===== src/rtl/pll_mdrp_ctrl_if.sv =====
// Command, response and PLL dynamic-reconfiguration (MDRP) signals of pll_mdrp_ctrl.
// The controller connects through the slave modport; the command source uses master.
interface pll_mdrp_ctrl_if;
    logic       cmd_valid;
    logic       cmd_ready;
    logic       cmd_write;
    logic [7:0] cmd_addr;
    logic [7:0] cmd_wdata;
    logic       rsp_valid;
    logic [7:0] rsp_rdata;
    logic       rsp_err;
    logic       busy;
    logic       mdclk;
    logic [1:0] mdopc;
    logic       mdainc;
    logic [7:0] mdwdi;
    logic [7:0] mdrdo;

    modport slave (
        input  cmd_valid, cmd_write, cmd_addr, cmd_wdata, mdrdo,
        output cmd_ready, rsp_valid, rsp_rdata, rsp_err, busy,
        output mdclk, mdopc, mdainc, mdwdi
    );

    modport master (
        output cmd_valid, cmd_write, cmd_addr, cmd_wdata, mdrdo,
        input  cmd_ready, rsp_valid, rsp_rdata, rsp_err, busy,
        input  mdclk, mdopc, mdainc, mdwdi
    );
endinterface


===== src/rtl/pll_mdrp_ctrl.sv =====
// Sequences single PLL MDRP accesses: optional address clear, increment seek, op, read wait.
// Define PLL_MDRP_VERIFY_EN to read back every write and flag a mismatch on rsp_err.
module pll_mdrp_ctrl #(
    parameter int unsigned CLK_DIV = 2,
    parameter int unsigned RD_LAT  = 2
) (
    input  logic           clk,
    input  logic           reset,
    pll_mdrp_ctrl_if.slave bus
);
    typedef enum logic [2:0] {
        IDLE = 3'd0, CLR = 3'd1, SEEK = 3'd2, OP = 3'd3, WAIT = 3'd4, RESP = 3'd5
    } state_t;

    localparam logic [3:0] DIV_LAST = 4'(CLK_DIV - 1);
    localparam logic [2:0] LAT_LAST = 3'(RD_LAT - 1);
    localparam logic [1:0] OPC_NOP  = 2'b00;
    localparam logic [1:0] OPC_WR   = 2'b01;
    localparam logic [1:0] OPC_RD   = 2'b10;
    localparam logic [1:0] OPC_CLR  = 2'b11;

    state_t     r_state, w_state;
    logic [3:0] r_div;
    logic       r_mdclk, w_fall, w_rise;
    logic [1:0] r_mdopc, w_mdopc;
    logic       r_mdainc, w_mdainc;
    logic [7:0] r_mdwdi, w_mdwdi;
    logic       r_rsp_valid, w_rsp_valid;
    logic [7:0] r_rsp_rdata, w_rsp_rdata;
    logic       r_busy, r_ready;
    logic [7:0] r_cur_addr, w_cur_addr, w_seek_addr;
    logic       r_addr_ok, w_addr_ok;
    logic       r_clr_on, w_clr_on;
    logic [7:0] r_tgt, w_tgt, r_wdata, w_wdata;
    logic       r_write, w_write;
    logic [2:0] r_wcnt, w_wcnt;
`ifdef PLL_MDRP_VERIFY_EN
    logic       r_rsp_err, w_rsp_err;
    logic       r_vfy, w_vfy;
    logic       r_chk, w_chk;
`endif

    // mdclk slot timer: CLK_DIV cycles low, then CLK_DIV cycles high
    always_ff @(posedge clk or posedge reset) begin
        if (reset) begin
            r_div   <= 4'd0;
            r_mdclk <= 1'b0;
        end else if (r_div == DIV_LAST) begin
            r_div   <= 4'd0;
            r_mdclk <= ~r_mdclk;
        end else begin
            r_div   <= r_div + 4'd1;
        end
    end

    assign w_fall = r_mdclk & (r_div == DIV_LAST);
    assign w_rise = ~r_mdclk & (r_div == DIV_LAST);

    // next-state and next-output logic; slot outputs only move on an mdclk fall
    always_comb begin
        w_state     = r_state;
        w_mdopc     = w_fall ? OPC_NOP : r_mdopc;
        w_mdainc    = w_fall ? 1'b0 : r_mdainc;
        w_mdwdi     = w_fall ? 8'h00 : r_mdwdi;
        w_rsp_valid = 1'b0;
        w_rsp_rdata = r_rsp_rdata;
        w_cur_addr  = r_cur_addr;
        w_addr_ok   = r_addr_ok;
        w_clr_on    = r_clr_on;
        w_tgt       = r_tgt;
        w_wdata     = r_wdata;
        w_write     = r_write;
        w_wcnt      = (w_fall && (r_wcnt != 3'd0)) ? (r_wcnt - 3'd1) : r_wcnt;
        w_seek_addr = (r_state == CLR) ? 8'h00 : r_cur_addr;
`ifdef PLL_MDRP_VERIFY_EN
        w_rsp_err   = r_rsp_err;
        w_vfy       = r_vfy;
        w_chk       = r_chk;
`endif
        case (r_state)
            IDLE: begin
                if (bus.cmd_valid && r_ready) begin
                    w_tgt    = bus.cmd_addr;
                    w_wdata  = bus.cmd_wdata;
                    w_write  = bus.cmd_write;
                    w_clr_on = 1'b0;
                    // an unknown PLL address (after reset) always forces a clear
                    w_state  = (!r_addr_ok || (bus.cmd_addr < r_cur_addr)) ? CLR : SEEK;
`ifdef PLL_MDRP_VERIFY_EN
                    w_vfy    = 1'b0;
                    w_chk    = 1'b0;
`endif
                end else begin
                    w_state = IDLE;
                end
            end
            CLR, SEEK: begin
                if (w_fall && (r_state == CLR) && !r_clr_on) begin
                    w_mdopc  = OPC_CLR;
                    w_clr_on = 1'b1;
                end else if (w_fall) begin
                    w_clr_on  = 1'b0;
                    w_addr_ok = 1'b1;
                    if (w_seek_addr != r_tgt) begin
                        w_mdainc   = 1'b1;
                        w_cur_addr = w_seek_addr + 8'd1;
                        w_state    = SEEK;
                    end else begin
                        w_mdopc    = r_write ? OPC_WR : OPC_RD;
                        w_mdwdi    = r_write ? r_wdata : 8'h00;
                        w_cur_addr = w_seek_addr;
                        w_state    = OP;
                    end
                end else begin
                    w_state = r_state;
                end
            end
            OP: begin
                if (w_fall) begin
                    w_wcnt = LAT_LAST;
                    if (!r_write) begin
                        w_state = WAIT;
                    end else begin
`ifdef PLL_MDRP_VERIFY_EN
                        w_vfy   = 1'b1;
                        w_chk   = 1'b1;
                        w_write = 1'b0;
                        w_state = WAIT;
`else
                        w_rsp_valid = 1'b1;
                        w_rsp_rdata = 8'h00;
                        w_state     = RESP;
`endif
                    end
                end else begin
                    w_state = OP;
                end
            end
            WAIT: begin
`ifdef PLL_MDRP_VERIFY_EN
                if (r_vfy) begin
                    if (w_fall && (r_wcnt == 3'd0)) begin
                        w_mdopc = OPC_RD;
                        w_vfy   = 1'b0;
                        w_state = OP;
                    end else begin
                        w_state = WAIT;
                    end
                end else
`endif
                if (w_rise && (r_wcnt == 3'd0)) begin
                    w_rsp_rdata = bus.mdrdo;
                    w_rsp_valid = 1'b1;
                    w_state     = RESP;
`ifdef PLL_MDRP_VERIFY_EN
                    w_rsp_err   = r_chk && (bus.mdrdo != r_wdata);
`endif
                end else begin
                    w_state = WAIT;
                end
            end
            RESP:    w_state = IDLE;
            default: w_state = IDLE;
        endcase
    end

    // state, address mirror and registered outputs
    always_ff @(posedge clk or posedge reset) begin
        if (reset) begin
            r_state     <= IDLE;
            r_mdopc     <= OPC_NOP;
            r_mdainc    <= 1'b0;
            r_mdwdi     <= 8'h00;
            r_rsp_valid <= 1'b0;
            r_rsp_rdata <= 8'h00;
            r_busy      <= 1'b0;
            r_ready     <= 1'b1;
            r_cur_addr  <= 8'hFF;
            r_addr_ok   <= 1'b0;
            r_clr_on    <= 1'b0;
            r_tgt       <= 8'h00;
            r_wdata     <= 8'h00;
            r_write     <= 1'b0;
            r_wcnt      <= 3'd0;
`ifdef PLL_MDRP_VERIFY_EN
            r_rsp_err   <= 1'b0;
            r_vfy       <= 1'b0;
            r_chk       <= 1'b0;
`endif
        end else begin
            r_state     <= w_state;
            r_mdopc     <= w_mdopc;
            r_mdainc    <= w_mdainc;
            r_mdwdi     <= w_mdwdi;
            r_rsp_valid <= w_rsp_valid;
            r_rsp_rdata <= w_rsp_rdata;
            r_busy      <= (w_state != IDLE);
            r_ready     <= (w_state == IDLE);
            r_cur_addr  <= w_cur_addr;
            r_addr_ok   <= w_addr_ok;
            r_clr_on    <= w_clr_on;
            r_tgt       <= w_tgt;
            r_wdata     <= w_wdata;
            r_write     <= w_write;
            r_wcnt      <= w_wcnt;
`ifdef PLL_MDRP_VERIFY_EN
            r_rsp_err   <= w_rsp_err;
            r_vfy       <= w_vfy;
            r_chk       <= w_chk;
`endif
        end
    end

    assign bus.cmd_ready = r_ready;
    assign bus.busy      = r_busy;
    assign bus.mdclk     = r_mdclk;
    assign bus.mdopc     = r_mdopc;
    assign bus.mdainc    = r_mdainc;
    assign bus.mdwdi     = r_mdwdi;
    assign bus.rsp_valid = r_rsp_valid;
    assign bus.rsp_rdata = r_rsp_rdata;
`ifdef PLL_MDRP_VERIFY_EN
    assign bus.rsp_err   = r_rsp_err;
`else
    assign bus.rsp_err   = 1'b0;
`endif
endmodule

===== src/flat_wrapper.sv =====
// flat-port wrapper written by rule: the top's interface ports become plain ports
module pll_mdrp_ctrl_flat 
#(
    parameter int unsigned CLK_DIV = 2,
    parameter int unsigned RD_LAT  = 2
)
  (clk, reset, bus_cmd_valid, bus_cmd_write, bus_cmd_addr, bus_cmd_wdata, bus_mdrdo, bus_cmd_ready, bus_rsp_valid, bus_rsp_rdata, bus_rsp_err, bus_busy, bus_mdclk, bus_mdopc, bus_mdainc, bus_mdwdi);
  pll_mdrp_ctrl_if bus_i ();
  input  logic clk;
  input  logic reset;
  input wire logic [$bits(bus_i.cmd_valid)-1:0] bus_cmd_valid;
  input wire logic [$bits(bus_i.cmd_write)-1:0] bus_cmd_write;
  input wire logic [$bits(bus_i.cmd_addr)-1:0] bus_cmd_addr;
  input wire logic [$bits(bus_i.cmd_wdata)-1:0] bus_cmd_wdata;
  input wire logic [$bits(bus_i.mdrdo)-1:0] bus_mdrdo;
  output wire logic [$bits(bus_i.cmd_ready)-1:0] bus_cmd_ready;
  output wire logic [$bits(bus_i.rsp_valid)-1:0] bus_rsp_valid;
  output wire logic [$bits(bus_i.rsp_rdata)-1:0] bus_rsp_rdata;
  output wire logic [$bits(bus_i.rsp_err)-1:0] bus_rsp_err;
  output wire logic [$bits(bus_i.busy)-1:0] bus_busy;
  output wire logic [$bits(bus_i.mdclk)-1:0] bus_mdclk;
  output wire logic [$bits(bus_i.mdopc)-1:0] bus_mdopc;
  output wire logic [$bits(bus_i.mdainc)-1:0] bus_mdainc;
  output wire logic [$bits(bus_i.mdwdi)-1:0] bus_mdwdi;
  assign bus_i.cmd_valid = bus_cmd_valid;
  assign bus_i.cmd_write = bus_cmd_write;
  assign bus_i.cmd_addr = bus_cmd_addr;
  assign bus_i.cmd_wdata = bus_cmd_wdata;
  assign bus_i.mdrdo = bus_mdrdo;
  assign bus_cmd_ready = bus_i.cmd_ready;
  assign bus_rsp_valid = bus_i.rsp_valid;
  assign bus_rsp_rdata = bus_i.rsp_rdata;
  assign bus_rsp_err = bus_i.rsp_err;
  assign bus_busy = bus_i.busy;
  assign bus_mdclk = bus_i.mdclk;
  assign bus_mdopc = bus_i.mdopc;
  assign bus_mdainc = bus_i.mdainc;
  assign bus_mdwdi = bus_i.mdwdi;
  pll_mdrp_ctrl #(.CLK_DIV(CLK_DIV), .RD_LAT(RD_LAT)) u_core (.clk(clk), .reset(reset), .bus(bus_i));
endmodule

===== config.mk =====
export PLATFORM = sky130hd
export DESIGN_NAME = pll_mdrp_ctrl_flat
export DESIGN_NICKNAME = d
export VERILOG_FILES = /design/src/rtl/pll_mdrp_ctrl_if.sv /design/src/rtl/pll_mdrp_ctrl.sv /design/src/flat_wrapper.sv
export SDC_FILE = /design/constraint.sdc
export NUM_CORES = 1
export LEC_CHECK = 0
export ABC_AREA = 1
export BUFFER_PORTS_ARGS = -buffer_cell sky130_fd_sc_hd__buf_2
export CORE_ASPECT_RATIO = 1.25
export CORE_MARGIN = 1
export CORE_UTILIZATION = 50
export DETAILED_ROUTE_END_ITERATION = 10
export HOLD_SLACK_MARGIN = 0.08
export PLACE_DENSITY = 0.81
export SLEW_MARGIN = 20
export SYNTH_ARGS = -nofsm -noshare
export SYNTH_HDL_FRONTEND = slang
export SYNTH_SLANG_ARGS = --single-unit

===== constraint.sdc =====
create_clock -name clk -period 3.91 [get_ports clk]
set_input_delay 0.1955 -clock clk [delete_from_list [all_inputs] [get_ports clk]]
set_output_delay 0.1955 -clock clk [all_outputs]
set_load 0.01 [all_outputs]

======== Yosys cells after proc, flatten, opt, wreduce, memory -nomap -nowiden ========
Index checks and enable logic that the tools add are counted.
word-level totals
  logic and storage cells ................. 100
  register bits ........................... 60
operators by class
  add/subtract/negate cells ............... 3
  $lt $le $gt $ge ......................... 1
  bitwise operators ....................... 4
  reduce and logical (&&, ||, !) cells .... 20
  mux-type cells .......................... 44
  equality and inequality tests ........... 11
operators with widths
  operator               count
  $mux W8                11
  $mux W3                7
  $pmux W8 S2            1
  $mux W1                14
  $mux W2                7
  $pmux W3 S4            1
  $logic_not A3 Y1       3
  $add A8 B1 Y8 const B  1
  $lt A8 B8 Y1           1
  $ne A2 B1 Y1 const B   4
  $ne A8 B8 Y1           1
  $eq A3 B2 Y1 const B   2
  $reduce_and A3 Y1      2
  $reduce_bool A3 Y1     2
  $logic_and A1 B1 Y1    5
  $add A4 B1 Y4 const B  1
  $eq A4 B1 Y1 const B   1
  $mux W4                1
  $pmux W1 S2            2
  $reduce_and A4 Y1      1
  $reduce_bool A2 Y1     2
  $eq A3 B1 Y1 const B   1
  $eq A3 B3 Y1 const B   1
  $ne A3 B1 Y1 const B   1
  other kinds (7)        10

======== Longest topological paths before layout ========
Gate-level depths: netlist of run 1.
  depth in word-level cells ............... 8
  gate-level depth with buffers ........... 15

======== Worst setup path after synthesis of run 1 ========
OpenSTA, ideal clock, no wires.
  kind .................................... register to register
  from .................................... register u_core.r_cur_addr[7]
  to ...................................... register u_core.r_busy, in the netlist u_core.bus.busy
  library setup time ...................... 133 ps
  path buffers ............................ 0
  cell stages (with the launch flop) ...... 10
  slack ................................... 2309 ps
  arrival time ............................ 1468 ps
  data required time ...................... 3777 ps
  clock period less this slack ............ 1601 ps
  cells stage by stage .................... dfstp_2 -> inv_1 -> ha_1 -> a21oi_1 -> o21a_1 -> nand2_1 -> nand3_1 -> nand2_1 -> nor2_1 -> nand4_1
RTL lines
  item                      line                  text
  start: declaration        pll_mdrp_ctrl.sv:31   logic [7:0] r_cur_addr, w_cur_addr, w_seek_addr;
  start signal: assignment  pll_mdrp_ctrl.sv:199  r_cur_addr <= w_cur_addr;
  $lt A8 B8 Y1              pll_mdrp_ctrl.sv:88   w_state = (!r_addr_ok || (bus.cmd_addr < r_cur_addr)) ? CLR : SEEK;
  $logic_or A1 B1 Y1        pll_mdrp_ctrl.sv:88
  $mux W2                   pll_mdrp_ctrl.sv:88
  $mux W3                   pll_mdrp_ctrl.sv:82   if (bus.cmd_valid && r_ready) begin
  $pmux W3 S4               pll_mdrp_ctrl.sv:80   case (r_state)
  via u_core.w_state[1]     pll_mdrp_ctrl.sv:22   state_t r_state, w_state;
  $reduce_bool A3 Y1        pll_mdrp_ctrl.sv:197  r_busy <= (w_state != IDLE);
  end signal: assignment    pll_mdrp_ctrl.sv:197
  end: declaration          pll_mdrp_ctrl.sv:30   logic r_busy, r_ready;
The timed path passes the listed nets, and every way through them passes these cells.
A chain may end at the register's enable or synchronous reset.

==> impl_summary.log, run 1 <==
[metrics] power per cell area: 535 nW/µm²
[metrics] synthesized area divided by synthesized cell count: 8.02 µm²
[metrics] category of cells accounting for the largest share of critical-path delay: simple AND/OR/NAND/NOR gates
[metrics] count of unique library cells instantiated by Yosys: 32
[metrics] clk sink count: 60
[metrics] number of buffers and inverters on the critical path: 1
[metrics] actual transition at the worst max-transition pin: 0.623 ns
[metrics] basic-gate share of the synthesized area counting and, or, nand and nor cells: 0.294
[metrics] number of diodes added for antenna fixing: 0
[metrics] Max-Cap Viols: 0
[metrics] critical path peak fanout: 20
[metrics] estimated wirelength of the detail-placed design: 4.53 mm
[metrics] drt first-iter violations: 179
[metrics] fraction of the yosys area taken by sequential cells: 0.491
[metrics] clock buffer count from CTS: 9
[metrics] result of the run: complete, no violations
[metrics] buffers added on ports: 50
[metrics] slowest cell on the critical path: sky130_fd_sc_hd__dfrtp_1
[metrics] total routing resource utilization after global routing: 0.231
[metrics] post-synthesis share of cell area spent on xor and xnor gates: 0.0228
[metrics] number of slew-limit violations in the final report: 0
[metrics] I/O pin cnt: 52
[metrics] total number of yosys warnings: 0
[metrics] startpoint of the most critical register-to-register path: u_core.r_state[1]
[metrics] area of the core: 5860 µm²
[metrics] post-synthesis instance total: 384
[metrics] worst slew margin relative to its limit: 0.582
[metrics] pre-CTS worst setup slack: 1.81 ns
[metrics] number of nets with antenna violations after detailed routing: 0
[metrics] Bufs on Longest Clock Path: 2
[metrics] setup_tns: 0 ns
[metrics] min cycle time layout: 2.14 ns
[metrics] CP Class: flip-flop to flip-flop
[metrics] die footprint: 6480 µm²
[metrics] clock-pin slew on the worst setup and hold paths: 0.07 ns
[metrics] Hold Path Cell Cnt: 3
[metrics] vias after detailed routing: 2627
[metrics] sequential cell fraction of total power: 0.441
[metrics] # placed instances: 508
[metrics] die extent in x: 72.2 µm
[metrics] fraction of power spent switching nets: 0.320
[metrics] Worst setup EP type: flip-flop
[metrics] startpoint of the most critical hold path: bus_cmd_addr[0]
[metrics] vias in the first global route: 2660
[metrics] first-pass GRT wire length: 11.7 mm
[metrics] top post-synthesis cells by area: sky130_fd_sc_hd__dfrtp_1 (41%), sky130_fd_sc_hd__nand2_1 (16%), sky130_fd_sc_hd__dfstp_2 (7.7%)
[metrics] largest net degree at the start of global routing: 37
[metrics] power consumption: 0.00199 W
[metrics] fraction of final layout cells sized beyond drive strength 1: 0.227
[metrics] cell leakage power: 1.97 nW
[metrics] TritonCTS clock tree: built
[metrics] stage delay of the slowest cell on the critical path: 0.40 ns
[metrics] fin crit share: 0.548
[metrics] mux share of post-synthesis cell area: 0
[metrics] critical path data required time: 4.19 ns
[metrics] synthesis-to-finish area growth: 20.6%
[metrics] flip-flop and latch count after synthesis: 60
[metrics] number of setup violations in the final report: 0
[metrics] initial standard-cell utilization of the core: 0.526
[metrics] source-to-sink clock delay at the later pin of the worst-skew pair: 0.34 ns
[metrics] worst r2r path cells: 11
[metrics] DR pass1 iterations: 4
[metrics] cell type with the highest aggregate area in the netlist: sky130_fd_sc_hd__dfrtp_1
[metrics] average via count per standard cell: 4.91
[metrics] share of total power in combinational logic: 0.249
[metrics] DR DRC count: 0
[metrics] Synth Cell Area: 3080 µm²
[metrics] number of antenna violations at the first check in global routing: 0
[metrics] sum of routed wire length over all layers: 6.72 mm
[metrics] synthesized-area fraction occupied by ao, oa, aoi and oai cells: 0.0638
[metrics] Peak VDD IR: 0.000340 V
[metrics] most used cell, CP: sky130_fd_sc_hd__nand2_1
[metrics] post-synthesis share of cell area spent on full adders, half adders and majority gates: 0.0406
[metrics] portion of synthesized cell area occupied by the leading cell type: 0.414
[metrics] root cell of the clock tree: sky130_fd_sc_hd__clkbuf_8
[metrics] terminating pin of the worst hold path: u_core.r_tgt[0]
[metrics] die outline height: 89.7 µm
[metrics] final worst-path setup slack: 1.77 ns
[metrics] standard-cell row count: 31
[metrics] layout net count: 486
[metrics] peak clock frequency supported by timing: 0.467 GHz
[metrics] kind of launch point of the worst setup path: flip-flop
[metrics] clock skew after layout: 0.00616 ns
[metrics] final non-filler cell total: 535
[metrics] net switching power figure: 0.000635 W
[metrics] GPL Wtd Cong: 0.804
[metrics] Worst R2R Setup Slack: 1.77 ns
[metrics] number of inserted filler cells in the final layout: 507
[metrics] WL per Instance: 12.6 µm
[metrics] type of the tightest min-delay check: input port to flip-flop
[metrics] main combinational cell family by area after synthesis: simple AND/OR/NAND/NOR gates
[metrics] portion of total power attributed to the clock network: 0.311
[metrics] final global-route overflow total: 0
[metrics] Syn Nets: 422
[metrics] Int Pwr: 0.00135 W
[metrics] H-tree levels: 3
[metrics] endpoint arrival time on the critical path: 2.42 ns
[metrics] cells traversed along the worst timing path: inv_2 -> nand3_2 -> nand2_2 -> nand2_1 -> nand2_1 -> nand2_1 -> nor2_2 -> nand2_2 -> nor2_4 -> nand3_1 -> nand2_1
[metrics] RSZ-0062 raised after global routing: no
[metrics] final hold violations: 0
final cells by class:
class | count | area [µm²] | area share
clock buffer | 12 | 145 | 0.0391
clock inverter | 4 | 72.6 | 0.0195
inverter | 53 | 200 | 0.0539
multi-input combinational | 261 | 1310 | 0.351
sequential | 60 | 1510 | 0.407
tap | 82 | 103 | 0.0276
timing repair buffer | 63 | 375 | 0.101
cells by family (layout without fill, tap and decap cells):
group | after synthesis | count (layout)
DFF | 60 | 60
buffers and inverters | 63 | 132
xor gates and xnor gates | 8 | 8
other | 1 | 1
adders and majority gates | 10 | 10
AOI/OAI and AO/OA | 36 | 36
and+or+nand+nor | 206 | 206
power groups by stage:
stage | sequential (W) | clock, W | combinational, W
2_1_floorplan | 0.000863 | 0 | 0.000372
3_3_place_gp | 0.000877 | 0 | 0.000463
3_5_place_dp | 0.000881 | 0 | 0.000484
4_1_cts | 0.000873 | 0.000626 | 0.000498
5_1_grt | 0.000890 | 0.000652 | 0.000580
6_report | 0.000875 | 0.000617 | 0.000494
timing repair:
item	4_1_cts	5_1_grt
gates resized for setup	0	0
hold endpoints to repair	34	0
buffers inserted	0	0
hold buffers	11	0
placed cells by master, fill, tap and decap left out, types with 9 or more instances in the layout:
master and instances:
sky130_fd_sc_hd__buf_2 50, sky130_fd_sc_hd__clkbuf_8 10, sky130_fd_sc_hd__dfrtp_1 51, sky130_fd_sc_hd__dfstp_2 9, sky130_fd_sc_hd__dlygate4sd3_1 11, sky130_fd_sc_hd__ha_1 10
sky130_fd_sc_hd__inv_1 44, sky130_fd_sc_hd__nand2_1 129, sky130_fd_sc_hd__nand3_1 34, sky130_fd_sc_hd__nor2_1 20, sky130_fd_sc_hd__o21ai_0 19
tightest hold or removal path, stage by stage:
cell,delay (ns)
sky130_fd_sc_hd__buf_2,0.08
sky130_fd_sc_hd__nand2_1,0.04
sky130_fd_sc_hd__o21ai_0,0.06
synthesized netlist by cell type, drive strengths merged:
master and instances:
a21boi 1, a21oi 5, buf 7, clkbuf 3, clkinv 1, conb 1
dfrtp 51, dfstp 9, ha 10, inv 52, nand2 135, nand3 39
nand4 3, nor2 24, nor3 3, nor3b 1, o21a 2, o21ai 26
o31ai 2, or2 1, xnor2 1, xor2 7
how the worst max path moves through the flow:
stage,endpoint,from,depth (start not counted)
3_5_place_dp,flip-flop,u_core.r_state[1],11
4_1_cts,flip-flop,u_core.r_state[1],11
3_3_place_gp,u_core.r_addr_ok,u_core.r_state[2],7
6_report,flip-flop,u_core.r_state[1],11
2_1_floorplan,async pin,reset,1
5_1_grt,flip-flop,u_core.r_state[2],11
per-stage QoR:
step	instance area, µm²	util	hold WS, ns
floorplan	3080	-	0.312
global placement	3390	0.578	0.249
detailed placement	3390	0.578	0.257
CTS	3710	0.634	0.0808
global route	3710	0.634	0.0869
finish	3710	0.634	0.0847
metal layers:
layer	wire [µm]	vias up	GRT usage
met5	0	-	0
met4	209	0	0.121
met3	251	20	0.0482
met2	3360	68	0.377
met1	2900	1211	0.282
li1	-	1328	-
No activity file was read; power rests on OpenSTA's default activity.
==> run 2: changes to the inputs <==
--- a/config.mk
+++ b/config.mk
@@ -5,14 +5,14 @@
 export SDC_FILE = /design/constraint.sdc
 export NUM_CORES = 1
 export LEC_CHECK = 0
-export ABC_AREA = 1
+export ABC_AREA = 0
 export BUFFER_PORTS_ARGS = -buffer_cell sky130_fd_sc_hd__buf_2
 export CORE_ASPECT_RATIO = 1.25
 export CORE_MARGIN = 1
 export CORE_UTILIZATION = 50
 export DETAILED_ROUTE_END_ITERATION = 10
 export HOLD_SLACK_MARGIN = 0.08
-export PLACE_DENSITY = 0.81
+export PLACE_DENSITY = 0.84
 export SLEW_MARGIN = 20
 export SYNTH_ARGS = -nofsm -noshare
 export SYNTH_HDL_FRONTEND = slang
==> constraint.sdc (replaced) <==
create_clock -name clk -period 1.84 [get_ports clk]
set_input_delay 0.092 -clock clk [delete_from_list [all_inputs] [get_ports clk]]
set_output_delay 0.092 -clock clk [all_outputs]
set_load 0.01 [all_outputs]
==> run 2 against run 1 <==
Effect of this change: the flow now finishes with violations (DRC, setup timing); register-to-register slack worse by 1.9 ns; cell area up 15%; flip-flop and latch count unchanged; first-iteration DRC count up 8.9%; hold slack better by 0.26 ns; global-route usage up 4.8 points; clock power up 140%; fmax up 7.4%; largest power group is now combinational cells; highest routed layer unchanged.
==> impl_summary.log, run 2 <==
[metrics] most common cell after layout, fill and taps aside: sky130_fd_sc_hd__dfrtp_1 (was sky130_fd_sc_hd__nand2_1)
[metrics] stage delay of the slowest cell on the critical path: 0.47 ns (was 0.40 ns)
[metrics] peak clock frequency supported by timing: 0.502 GHz (was 0.467 GHz)
[metrics] Bufs on Longest Clock Path: 2 (unchanged)
[metrics] critical path peak fanout: 8 (was 20)
[metrics] H-tree levels: 3 (unchanged)
[metrics] number of slew-limit violations in the final report: 0 (unchanged)
[metrics] Top FF cell, synth: sky130_fd_sc_hd__dfrtp_1 (unchanged)
[metrics] DR pass1 iterations: 8 (was 4)
[metrics] first-pass GRT wire length: 13.0 mm (was 11.7 mm)
[metrics] drt first-iter violations: 195 (was 179)
[metrics] TritonCTS clock tree: built (unchanged)
[metrics] number of diodes added for antenna fixing: 0 (unchanged)
[metrics] final worst-path setup slack: -0.153 ns (was 1.77 ns)
[metrics] commonest cells in the synthesized netlist: sky130_fd_sc_hd__dfrtp_1 (51), sky130_fd_sc_hd__nand2_1 (23), sky130_fd_sc_hd__inv_1 (19), sky130_fd_sc_hd__a22o_1 (17), sky130_fd_sc_hd__mux2_2 (16) (was sky130_fd_sc_hd__nand2_1 (129), sky130_fd_sc_hd__dfrtp_1 (51), sky130_fd_sc_hd__inv_1 (45), sky130_fd_sc_hd__nand3_1 (34), sky130_fd_sc_hd__nor2_1 (20))
[metrics] final global-route overflow total: 0 (unchanged)
[metrics] cell type with the highest aggregate area in the netlist: sky130_fd_sc_hd__dfrtp_1 (unchanged)
[metrics] fraction of final layout cells sized beyond drive strength 1: 0.419 (was 0.227)
[metrics] final std cell area, no fill: 4260 µm² (was 3710 µm²)
[metrics] vias after detailed routing: 2694 (was 2627)
[metrics] most used cell, CP: sky130_fd_sc_hd__buf_6 (was sky130_fd_sc_hd__nand2_1)
[metrics] I/O pin cnt: 52 (unchanged)
[metrics] Synth Cell Area: 2950 µm² (was 3080 µm²)
[metrics] total routing resource utilization after global routing: 0.279 (was 0.231)
[metrics] number of buffers and inverters on the critical path: 2 (was 1)
[metrics] die extent in x: 70.8 µm (was 72.2 µm)
[metrics] sum of routed wire length over all layers: 8.67 mm (was 6.72 mm)
[metrics] Worst setup EP type: flip-flop (unchanged)
[metrics] estimated wirelength of the detail-placed design: 4.89 mm (was 4.53 mm)
[metrics] buffers added on ports: 50 (unchanged)
[metrics] clock skew after layout: 0.0108 ns (was 0.00616 ns)
[metrics] initial standard-cell utilization of the core: 0.532 (was 0.526)
[metrics] post-synthesis instance total: 267 (was 384)
[metrics] GPL Wtd Cong: 0.929 (was 0.804)
[metrics] result of the run: finished, violations left (was complete, no violations)
[metrics] worst hold margin: 0.349 ns (was 0.0847 ns)
[metrics] root cell of the clock tree: sky130_fd_sc_hd__clkbuf_8 (unchanged)
[metrics] clock-pin slew on the worst setup and hold paths: 0.07 ns (about the same)
[metrics] die footprint: 6220 µm² (was 6480 µm²)
[metrics] flip-flop and latch count after synthesis: 60 (unchanged)
[metrics] portion of synthesized cell area occupied by the leading cell type: 0.432 (was 0.414)
[metrics] RSZ-0062 raised after global routing: yes (was no)
[metrics] fraction of the yosys area taken by sequential cells: 0.512 (was 0.491)
[metrics] largest net degree at the start of global routing: 33 (was 37)
[metrics] area of the core: 5560 µm² (was 5860 µm²)
[metrics] WL per Instance: 19.2 µm (was 12.6 µm)
[metrics] clk sink count: 60 (unchanged)
[metrics] top post-synthesis cells by area: sky130_fd_sc_hd__dfrtp_1 (43%), sky130_fd_sc_hd__dfstp_2 (8.0%), sky130_fd_sc_hd__mux2_2 (6.1%) (was sky130_fd_sc_hd__dfrtp_1 (41%), sky130_fd_sc_hd__nand2_1 (16%), sky130_fd_sc_hd__dfstp_2 (7.7%))
[metrics] fin crit share: 1.08 (was 0.548)
[metrics] category of cells accounting for the largest share of critical-path delay: simple AND/OR/NAND/NOR gates (unchanged)
[metrics] critical path data required time: 2.13 ns (was 4.19 ns)
[metrics] cells traversed along the worst timing path: nor3b_4 -> buf_6 -> mux2i_4 -> and4_1 -> buf_6 -> a22o_1 (was inv_2 -> nand3_2 -> nand2_2 -> nand2_1 -> nand2_1 -> nand2_1 -> nor2_2 -> nand2_2 -> nor2_4 -> nand3_1 -> nand2_1)
[metrics] async set-reset flop share out of synthesis: 1.00 (unchanged)
[metrics] vias in the first global route: 2749 (was 2660)
[metrics] most used cells in the layout excluding fill and tap cells: sky130_fd_sc_hd__dfrtp_1 (51), sky130_fd_sc_hd__buf_2 (50), sky130_fd_sc_hd__buf_4 (33) (was sky130_fd_sc_hd__nand2_1 (129), sky130_fd_sc_hd__dfrtp_1 (51), sky130_fd_sc_hd__buf_2 (50))
[metrics] number of inserted filler cells in the final layout: 335 (was 507)
[metrics] DR DRC count: 6 (was 0)
[metrics] Max-Cap Viols: 0 (unchanged)
[metrics] number of antenna violations at the first check in global routing: 0 (unchanged)
[metrics] synthesis-to-finish area growth: 44.1% (was 20.6%)
[metrics] synthesized area divided by synthesized cell count: 11.1 µm² (was 8.02 µm²)
[metrics] cell leakage power: 1.95 nW (was 1.97 nW)
[metrics] slowest cell on the critical path: sky130_fd_sc_hd__nor3b_4 (was sky130_fd_sc_hd__dfrtp_1)
[metrics] worst slew margin relative to its limit: 0.573 (was 0.582)
[metrics] endpoint arrival time on the critical path: 2.28 ns (was 2.42 ns)
[metrics] type of the tightest min-delay check: input port to flip-flop (unchanged)
[metrics] CP Class: flip-flop to flip-flop (unchanged)
[metrics] min cycle time layout: 1.99 ns (was 2.14 ns)
[metrics] standard-cell row count: 30 (was 31)
[metrics] most frequently used cell type in the post-synthesis netlist: sky130_fd_sc_hd__dfrtp_1 (was sky130_fd_sc_hd__nand2_1)
[metrics] die outline height: 87.9 µm (was 89.7 µm)
[metrics] number of nets with antenna violations after detailed routing: 0 (unchanged)
[metrics] count of unique library cells instantiated by Yosys: 50 (was 32)
[metrics] number of flops mapped to enable cells by yosys: 0 (unchanged)
[metrics] source-to-sink clock delay at the later pin of the worst-skew pair: 0.35 ns (was 0.34 ns)
[metrics] placed inst area: 3530 µm² (was 3390 µm²)
[metrics] kind of launch point of the worst setup path: flip-flop (unchanged)
[metrics] total number of yosys warnings: 0 (unchanged)
[metrics] power per cell area: 1330 nW/µm² (was 535 nW/µm²)
[metrics] actual transition at the worst max-transition pin: 0.639 ns (was 0.623 ns)
[metrics] average via count per standard cell: 5.97 (was 4.91)
[metrics] number of setup violations in the final report: 21 (was 0)
[metrics] Peak VDD IR: 0.000873 V (was 0.000340 V)
[metrics] layout net count: 420 (was 486)
[metrics] Syn Nets: 305 (was 422)
[metrics] clock buffer count from CTS: 9 (unchanged)
[metrics] final hold violations: 0 (unchanged)
[metrics] failing checks: DRC, setup timing
-- run 2: tightest hold or removal path, delay by kind of cell --
| family | cells | cell delay [ns] |
|---|---|---|
| AND/OR/NAND/NOR | 1 | 0.15 |
| AO/OA/AOI/OAI | 3 | 0.33 |
| buffers and inverters | 1 | 0.10 |
-- run 2: final timing paths --
| path | slack, ns | cells past startpoint | startpoint | to |
|---|---|---|---|---|
| worst max-delay path | -0.15 | 6 | u_core.r_state[2] | flip-flop |
| worst min-delay path | 0.35 | 5 | bus_cmd_valid | u_core.r_clr_on |
| worst max register to register | -0.15 | 6 | u_core.r_state[2] | flip-flop |
| worst min register to register | 0.48 | 2 | flip-flop | flip-flop |
| max in group asynchronous | 0.75 | 4 | reset | u_core.bus.mdopc[0] |
| min in group asynchronous | 0.37 | 3 | reset | u_core.bus.busy |
-- run 2: what timing repair did --
action / 4_1_cts / 5_1_grt
hold buffers: 26 / 0
setup endpoints to repair: 3 / 34
pin swaps: 8 / 12
endpoints found under the hold margin: 52 / 0
cloned: 0 / 1
buffers inserted: 2 / 5
gates resized for setup: 17 / 19
-- run 2: routing by layer --
layer  up-vias  share of wire  wire length [µm]  track usage
met1      1317           0.35              3070        0.288
met2       123           0.54              4690        0.531
met5         -              0                 0            0
li1       1208              -                 -            -
met4         0          0.057               493        0.142
met3        46          0.048               416       0.0598
-- run 2: final cells by class --
type / instances / area, µm² / area share
flip-flops and latches: 60 / 1510 / 0.355
well taps: 64 / 80.1 / 0.0188
repair buffers: 116 / 837 / 0.197
inverters: 19 / 73.8 / 0.0173
clock inverters: 4 / 95.1 / 0.0223
clock buffers: 12 / 155 / 0.0364
multi-input cells: 176 / 1500 / 0.353
-- run 2: where the power goes --
part	internal, W	total [W]	switching (W)
registers	0.00173	0.00205	0.000322
clock network	0.000972	0.00151	0.000535
logic	0.00102	0.00210	0.00108
-- run 2: stage by stage --
stage               utilization  TNS, ns  cells  setup slack, ns  total power, W
floorplan                     -   -0.851    267          -0.0732         0.00308
global placement          0.635  -0.0311    402          -0.0311         0.00361
detailed placement        0.635   -0.169    402           -0.143         0.00370
CTS                       0.743  -0.0854    445          -0.0350         0.00541
global route              0.766    -2.94    451           -0.196         0.00590
finish                    0.766    -1.59    451           -0.153         0.00566
-- run 2: logic make-up (layout without fill, tap and decap cells) --
group | after synthesis | count (layout) | synth area share
flip-flops | 60 | 60 | 0.512
other | 1 | 1 | 0.00127
adder cells (fa/ha/maj) | 10 | 10 | 0.0424
buffers and inverters | 32 | 151 | 0.0432
XOR/XNOR | 10 | 10 | 0.0297
AO/OA/AOI/OAI | 69 | 70 | 0.183
AND/OR/NAND/NOR | 68 | 68 | 0.124
multiplexers | 17 | 17 | 0.0644
==> run 3: changes to the inputs <==
--- a/config.mk
+++ b/config.mk
@@ -6,13 +6,15 @@
 export NUM_CORES = 1
 export LEC_CHECK = 0
 export ABC_AREA = 0
-export BUFFER_PORTS_ARGS = -buffer_cell sky130_fd_sc_hd__buf_2
+export BUFFER_PORTS_ARGS = -buffer_cell sky130_fd_sc_hd__buf_4
+export CELL_PAD_IN_SITES_DETAIL_PLACEMENT = 1
+export CELL_PAD_IN_SITES_GLOBAL_PLACEMENT = 1
 export CORE_ASPECT_RATIO = 1.25
 export CORE_MARGIN = 1
-export CORE_UTILIZATION = 50
+export CORE_UTILIZATION = 47
 export DETAILED_ROUTE_END_ITERATION = 10
 export HOLD_SLACK_MARGIN = 0.08
-export PLACE_DENSITY = 0.84
+export PLACE_DENSITY = 0.93
 export SLEW_MARGIN = 20
 export SYNTH_ARGS = -nofsm -noshare
 export SYNTH_HDL_FRONTEND = slang
==> constraint.sdc (replaced) <==
create_clock -name clk -period 2.4 [get_ports clk]
set_input_delay 0.12 -clock clk [delete_from_list [all_inputs] [get_ports clk]]
set_output_delay 0.12 -clock clk [all_outputs]
set_load 0.01 [all_outputs]
==> run 3 against run 2 <==
Effect of this change: the flow now finishes without violations; sequential share of layout area is 2.6 points higher; final cell count is 2.9% lower; hold slack better by 0.059 ns; utilization is 9.7 points lower; clock power is 28% lower; register-to-register slack better by 0.28 ns; combinational power is 35% lower; largest cell class unchanged; largest power group is now sequential cells; highest routed layer unchanged.
==> impl_summary.log, run 3 (same netlist as run 2, synthesis figures left out) <==
[metrics] cells traversed along the worst timing path: nor4b_4 -> o2111ai_4 -> or3_1 -> a311oi_2 -> xnor2_1 (was nor3b_4 -> buf_6 -> mux2i_4 -> and4_1 -> buf_6 -> a22o_1)
[metrics] portion of total power attributed to the clock network: 0.269 (was 0.266)
[metrics] total routing resource utilization after global routing: 0.322 (was 0.279)
[metrics] top layer reached by signal wires: met4 (unchanged)
[metrics] DR DRC count: 0 (was 6)
[metrics] average via count per standard cell: 5.96 (was 5.97)
[metrics] clk sink count: 60 (unchanged)
[metrics] min cycle time layout: 2.27 ns (was 1.99 ns)
[metrics] worst slew margin relative to its limit: 0.453 (was 0.573)
[metrics] Int Pwr: 0.00260 W (was 0.00372 W)
[metrics] standard-cell row count: 31 (was 30)
[metrics] drt first-iter violations: 179 (was 195)
[metrics] # placed instances: 396 (was 402)
[metrics] Worst R2R Setup Slack: 0.13 ns (was -0.15 ns)
[metrics] vias in the first global route: 2867 (was 2749)
[metrics] Peak VDD IR: 0.000642 V (was 0.000873 V)
[metrics] DR pass1 iterations: 4 (was 8)
[metrics] die footprint: 6610 µm² (was 6220 µm²)
[metrics] final worst-path setup slack: 0.129 ns (was -0.153 ns)
[metrics] count of cell instances traversed by the critical path: 5 (was 6)
[metrics] number of antenna violations at the first check in global routing: 0 (unchanged)
[metrics] fraction of final layout cells sized beyond drive strength 1: 0.303 (was 0.419)
[metrics] buffers added on ports: 50 (unchanged)
[metrics] critical path peak fanout: 9 (was 8)
[metrics] number of buffers and inverters on the critical path: 0 (was 2)
[metrics] net switching power figure: 0.00144 W (was 0.00193 W)
[metrics] fraction of power spent switching nets: 0.356 (was 0.342)
[metrics] largest net degree at the start of global routing: 33 (unchanged)
[metrics] source-to-sink clock delay at the later pin of the worst-skew pair: 0.36 ns (was 0.35 ns)
[metrics] first-pass GRT wire length: 15.6 mm (was 13.0 mm)
[metrics] Hold Path Cell Cnt: 5 (unchanged)
[metrics] root cell of the clock tree: sky130_fd_sc_hd__clkbuf_8 (unchanged)
[metrics] number of slew-limit violations in the final report: 0 (unchanged)
[metrics] die extent in x: 72.9 µm (was 70.8 µm)
[metrics] startpoint of the most critical register-to-register path: u_core.r_div[1] (was u_core.r_state[2])
[metrics] final hold violations: 0 (unchanged)
[metrics] endpoint arrival time on the critical path: 2.54 ns (was 2.28 ns)
[metrics] sequential cell fraction of total power: 0.394 (was 0.363)
[metrics] RSZ-0062 raised after global routing: no (was yes)
[metrics] I/O pin cnt: 52 (unchanged)
[metrics] die outline height: 90.6 µm (was 87.9 µm)
[metrics] fin crit share: 0.946 (was 1.08)
[metrics] type of the tightest min-delay check: input port to flip-flop (unchanged)
[metrics] clock skew after layout: 0.0129 ns (was 0.0108 ns)
[metrics] critical path data required time: 2.67 ns (was 2.13 ns)
[metrics] Worst setup EP type: flip-flop (unchanged)
[metrics] Max-Cap Viols: 0 (unchanged)
[metrics] origin of the worst setup path: u_core.r_div[1] (was u_core.r_state[2])
[metrics] clock-pin slew on the worst setup and hold paths: 0.08 ns (was 0.07 ns)
[metrics] WL per Instance: 22.1 µm (was 19.2 µm)
[metrics] peak clock frequency supported by timing: 0.440 GHz (was 0.502 GHz)
[metrics] slowest cell on the critical path: sky130_fd_sc_hd__nor4b_4 (was sky130_fd_sc_hd__nor3b_4)
[metrics] initial standard-cell utilization of the core: 0.498 (was 0.532)
[metrics] final non-filler cell total: 438 (was 451)
[metrics] layout net count: 389 (was 420)
[metrics] actual transition at the worst max-transition pin: 0.816 ns (was 0.639 ns)
[metrics] setup_tns: 0 ns (was -1.59 ns)
[metrics] routed metal-1 wirelength: 3.64 mm (was 3.07 mm)
[metrics] area of the core: 5930 µm² (was 5560 µm²)
[metrics] clock buffer count from CTS: 9 (unchanged)
[metrics] power per cell area: 1020 nW/µm² (was 1330 nW/µm²)
[metrics] kind of launch point of the worst setup path: flip-flop (unchanged)
[metrics] cell leakage power: 1.78 nW (was 1.95 nW)
[metrics] GPL Wtd Cong: 0.953 (was 0.929)
[metrics] TritonCTS clock tree: built (unchanged)
[metrics] final global-route overflow total: 0 (unchanged)
[metrics] Reg-to-Reg End: u_core.r_cur_addr[7]
[metrics] number of nets with antenna violations after detailed routing: 0 (unchanged)
[metrics] vias after detailed routing: 2610 (was 2694)
[metrics] final std cell area, no fill: 3970 µm² (was 4260 µm²)
[metrics] H-tree levels: 3 (unchanged)
[metrics] met2 routed WL: 5.39 mm (was 4.69 mm)
[metrics] endpoint of the most critical setup path: u_core.r_cur_addr[7]
[metrics] number of diodes added for antenna fixing: 0 (unchanged)
[metrics] most common cell after layout, fill and taps aside: sky130_fd_sc_hd__buf_4 (was sky130_fd_sc_hd__dfrtp_1)
[metrics] Bufs on Longest Clock Path: 2 (unchanged)
[metrics] CP Class: flip-flop to flip-flop (unchanged)
[metrics] estimated wirelength of the detail-placed design: 5.48 mm (was 4.89 mm)
[metrics] most used cells in the layout excluding fill and tap cells: sky130_fd_sc_hd__buf_4 (59), sky130_fd_sc_hd__dfrtp_1 (51), sky130_fd_sc_hd__dlygate4sd3_1 (26) (was sky130_fd_sc_hd__dfrtp_1 (51), sky130_fd_sc_hd__buf_2 (50), sky130_fd_sc_hd__buf_4 (33))
[metrics] category of cells accounting for the largest share of critical-path delay: simple AND/OR/NAND/NOR gates (unchanged)
[metrics] detailed route wirelength on metal3: 297 µm (was 416 µm)
[metrics] stage delay of the slowest cell on the critical path: 0.51 ns (was 0.47 ns)
[metrics] sum of routed wire length over all layers: 9.69 mm (was 8.67 mm)
[metrics] share of total power in combinational logic: 0.337 (was 0.370)
[metrics] placed inst area: 3470 µm² (was 3530 µm²)
[metrics] pre-CTS worst setup slack: 0.0932 ns (was -0.143 ns)
[metrics] number of setup violations in the final report: 0 (was 21)
[metrics] worst r2r path cells: 5 (was 6)
[metrics] synthesis-to-finish area growth: 34.4% (was 44.1%)
[metrics] result of the run: complete, no violations (was finished, violations left)
## run 3: cell count changes in the layout (fill, tap and decap cells not counted), moves of 3 or more
cell and change:
sky130_fd_sc_hd__a311oi_1 +3, sky130_fd_sc_hd__buf_4 +26, sky130_fd_sc_hd__a311oi_2 -3, sky130_fd_sc_hd__buf_6 -7
sky130_fd_sc_hd__buf_2 -50
## run 3: what timing repair did
action                                  in CTS  in global routing
hold buffers                                26                  0
endpoints found under the setup margin       0                  2
endpoints found under the hold margin       49                  0
resized for setup                            0                  0
setup buffers                                0                  0
## run 3: power by group through the flow
stage | registers [W] | logic [W] | clock network, W
5_1_grt | 0.00162 | 0.00147 | 0.00113
3_5_place_dp | 0.00158 | 0.00123 | 0
6_report | 0.00159 | 0.00136 | 0.00109
2_1_floorplan | 0.00153 | 0.000804 | 0
4_1_cts | 0.00157 | 0.00130 | 0.00108
3_3_place_gp | 0.00155 | 0.00114 | 0
## run 3: metal layers
metal / track usage / up-vias
met2: 0.570 / 87
met1: 0.372 / 1341
met3: 0.0480 / 35
met4: 0.152 / 0
li1: - / 1147
met5: 0 / -
## run 3: how the worst min path moves through the flow
stage | end | from
floorplan | u_core.r_write | bus_cmd_write
global placement | u_core.bus.busy | reset
detailed placement | u_core.bus.busy | reset
CTS | u_core.bus.cmd_ready | bus_cmd_valid
global route | u_core.r_clr_on | bus_cmd_valid
finish | u_core.bus.cmd_ready | bus_cmd_valid
## run 3: tightest hold or removal path, stage by stage
cell	delay, ns
sky130_fd_sc_hd__buf_4	0.09
sky130_fd_sc_hd__nand2_1	0.12
sky130_fd_sc_hd__a22oi_1	0.19
sky130_fd_sc_hd__o22ai_1	0.12
sky130_fd_sc_hd__o21a_1	0.12
## run 3: layout make-up
class | instances | area [µm²]
fill | 612 | 1960
multi-input combinational | 175 | 1330
tap | 82 | 103
inverter | 19 | 71.3
timing repair buffer | 86 | 723
sequential | 60 | 1510
clock buffer | 11 | 151
clock inverter | 5 | 83.8
## run 3: stage by stage
stage,total power (W),utilization,hold WS (ns)
detailed placement,0.00280,0.585,0.258
finish,0.00404,0.669,0.407
floorplan,0.00234,-,0.237
CTS,0.00395,0.668,0.368
global route,0.00422,0.669,0.490
global placement,0.00269,0.585,0.232
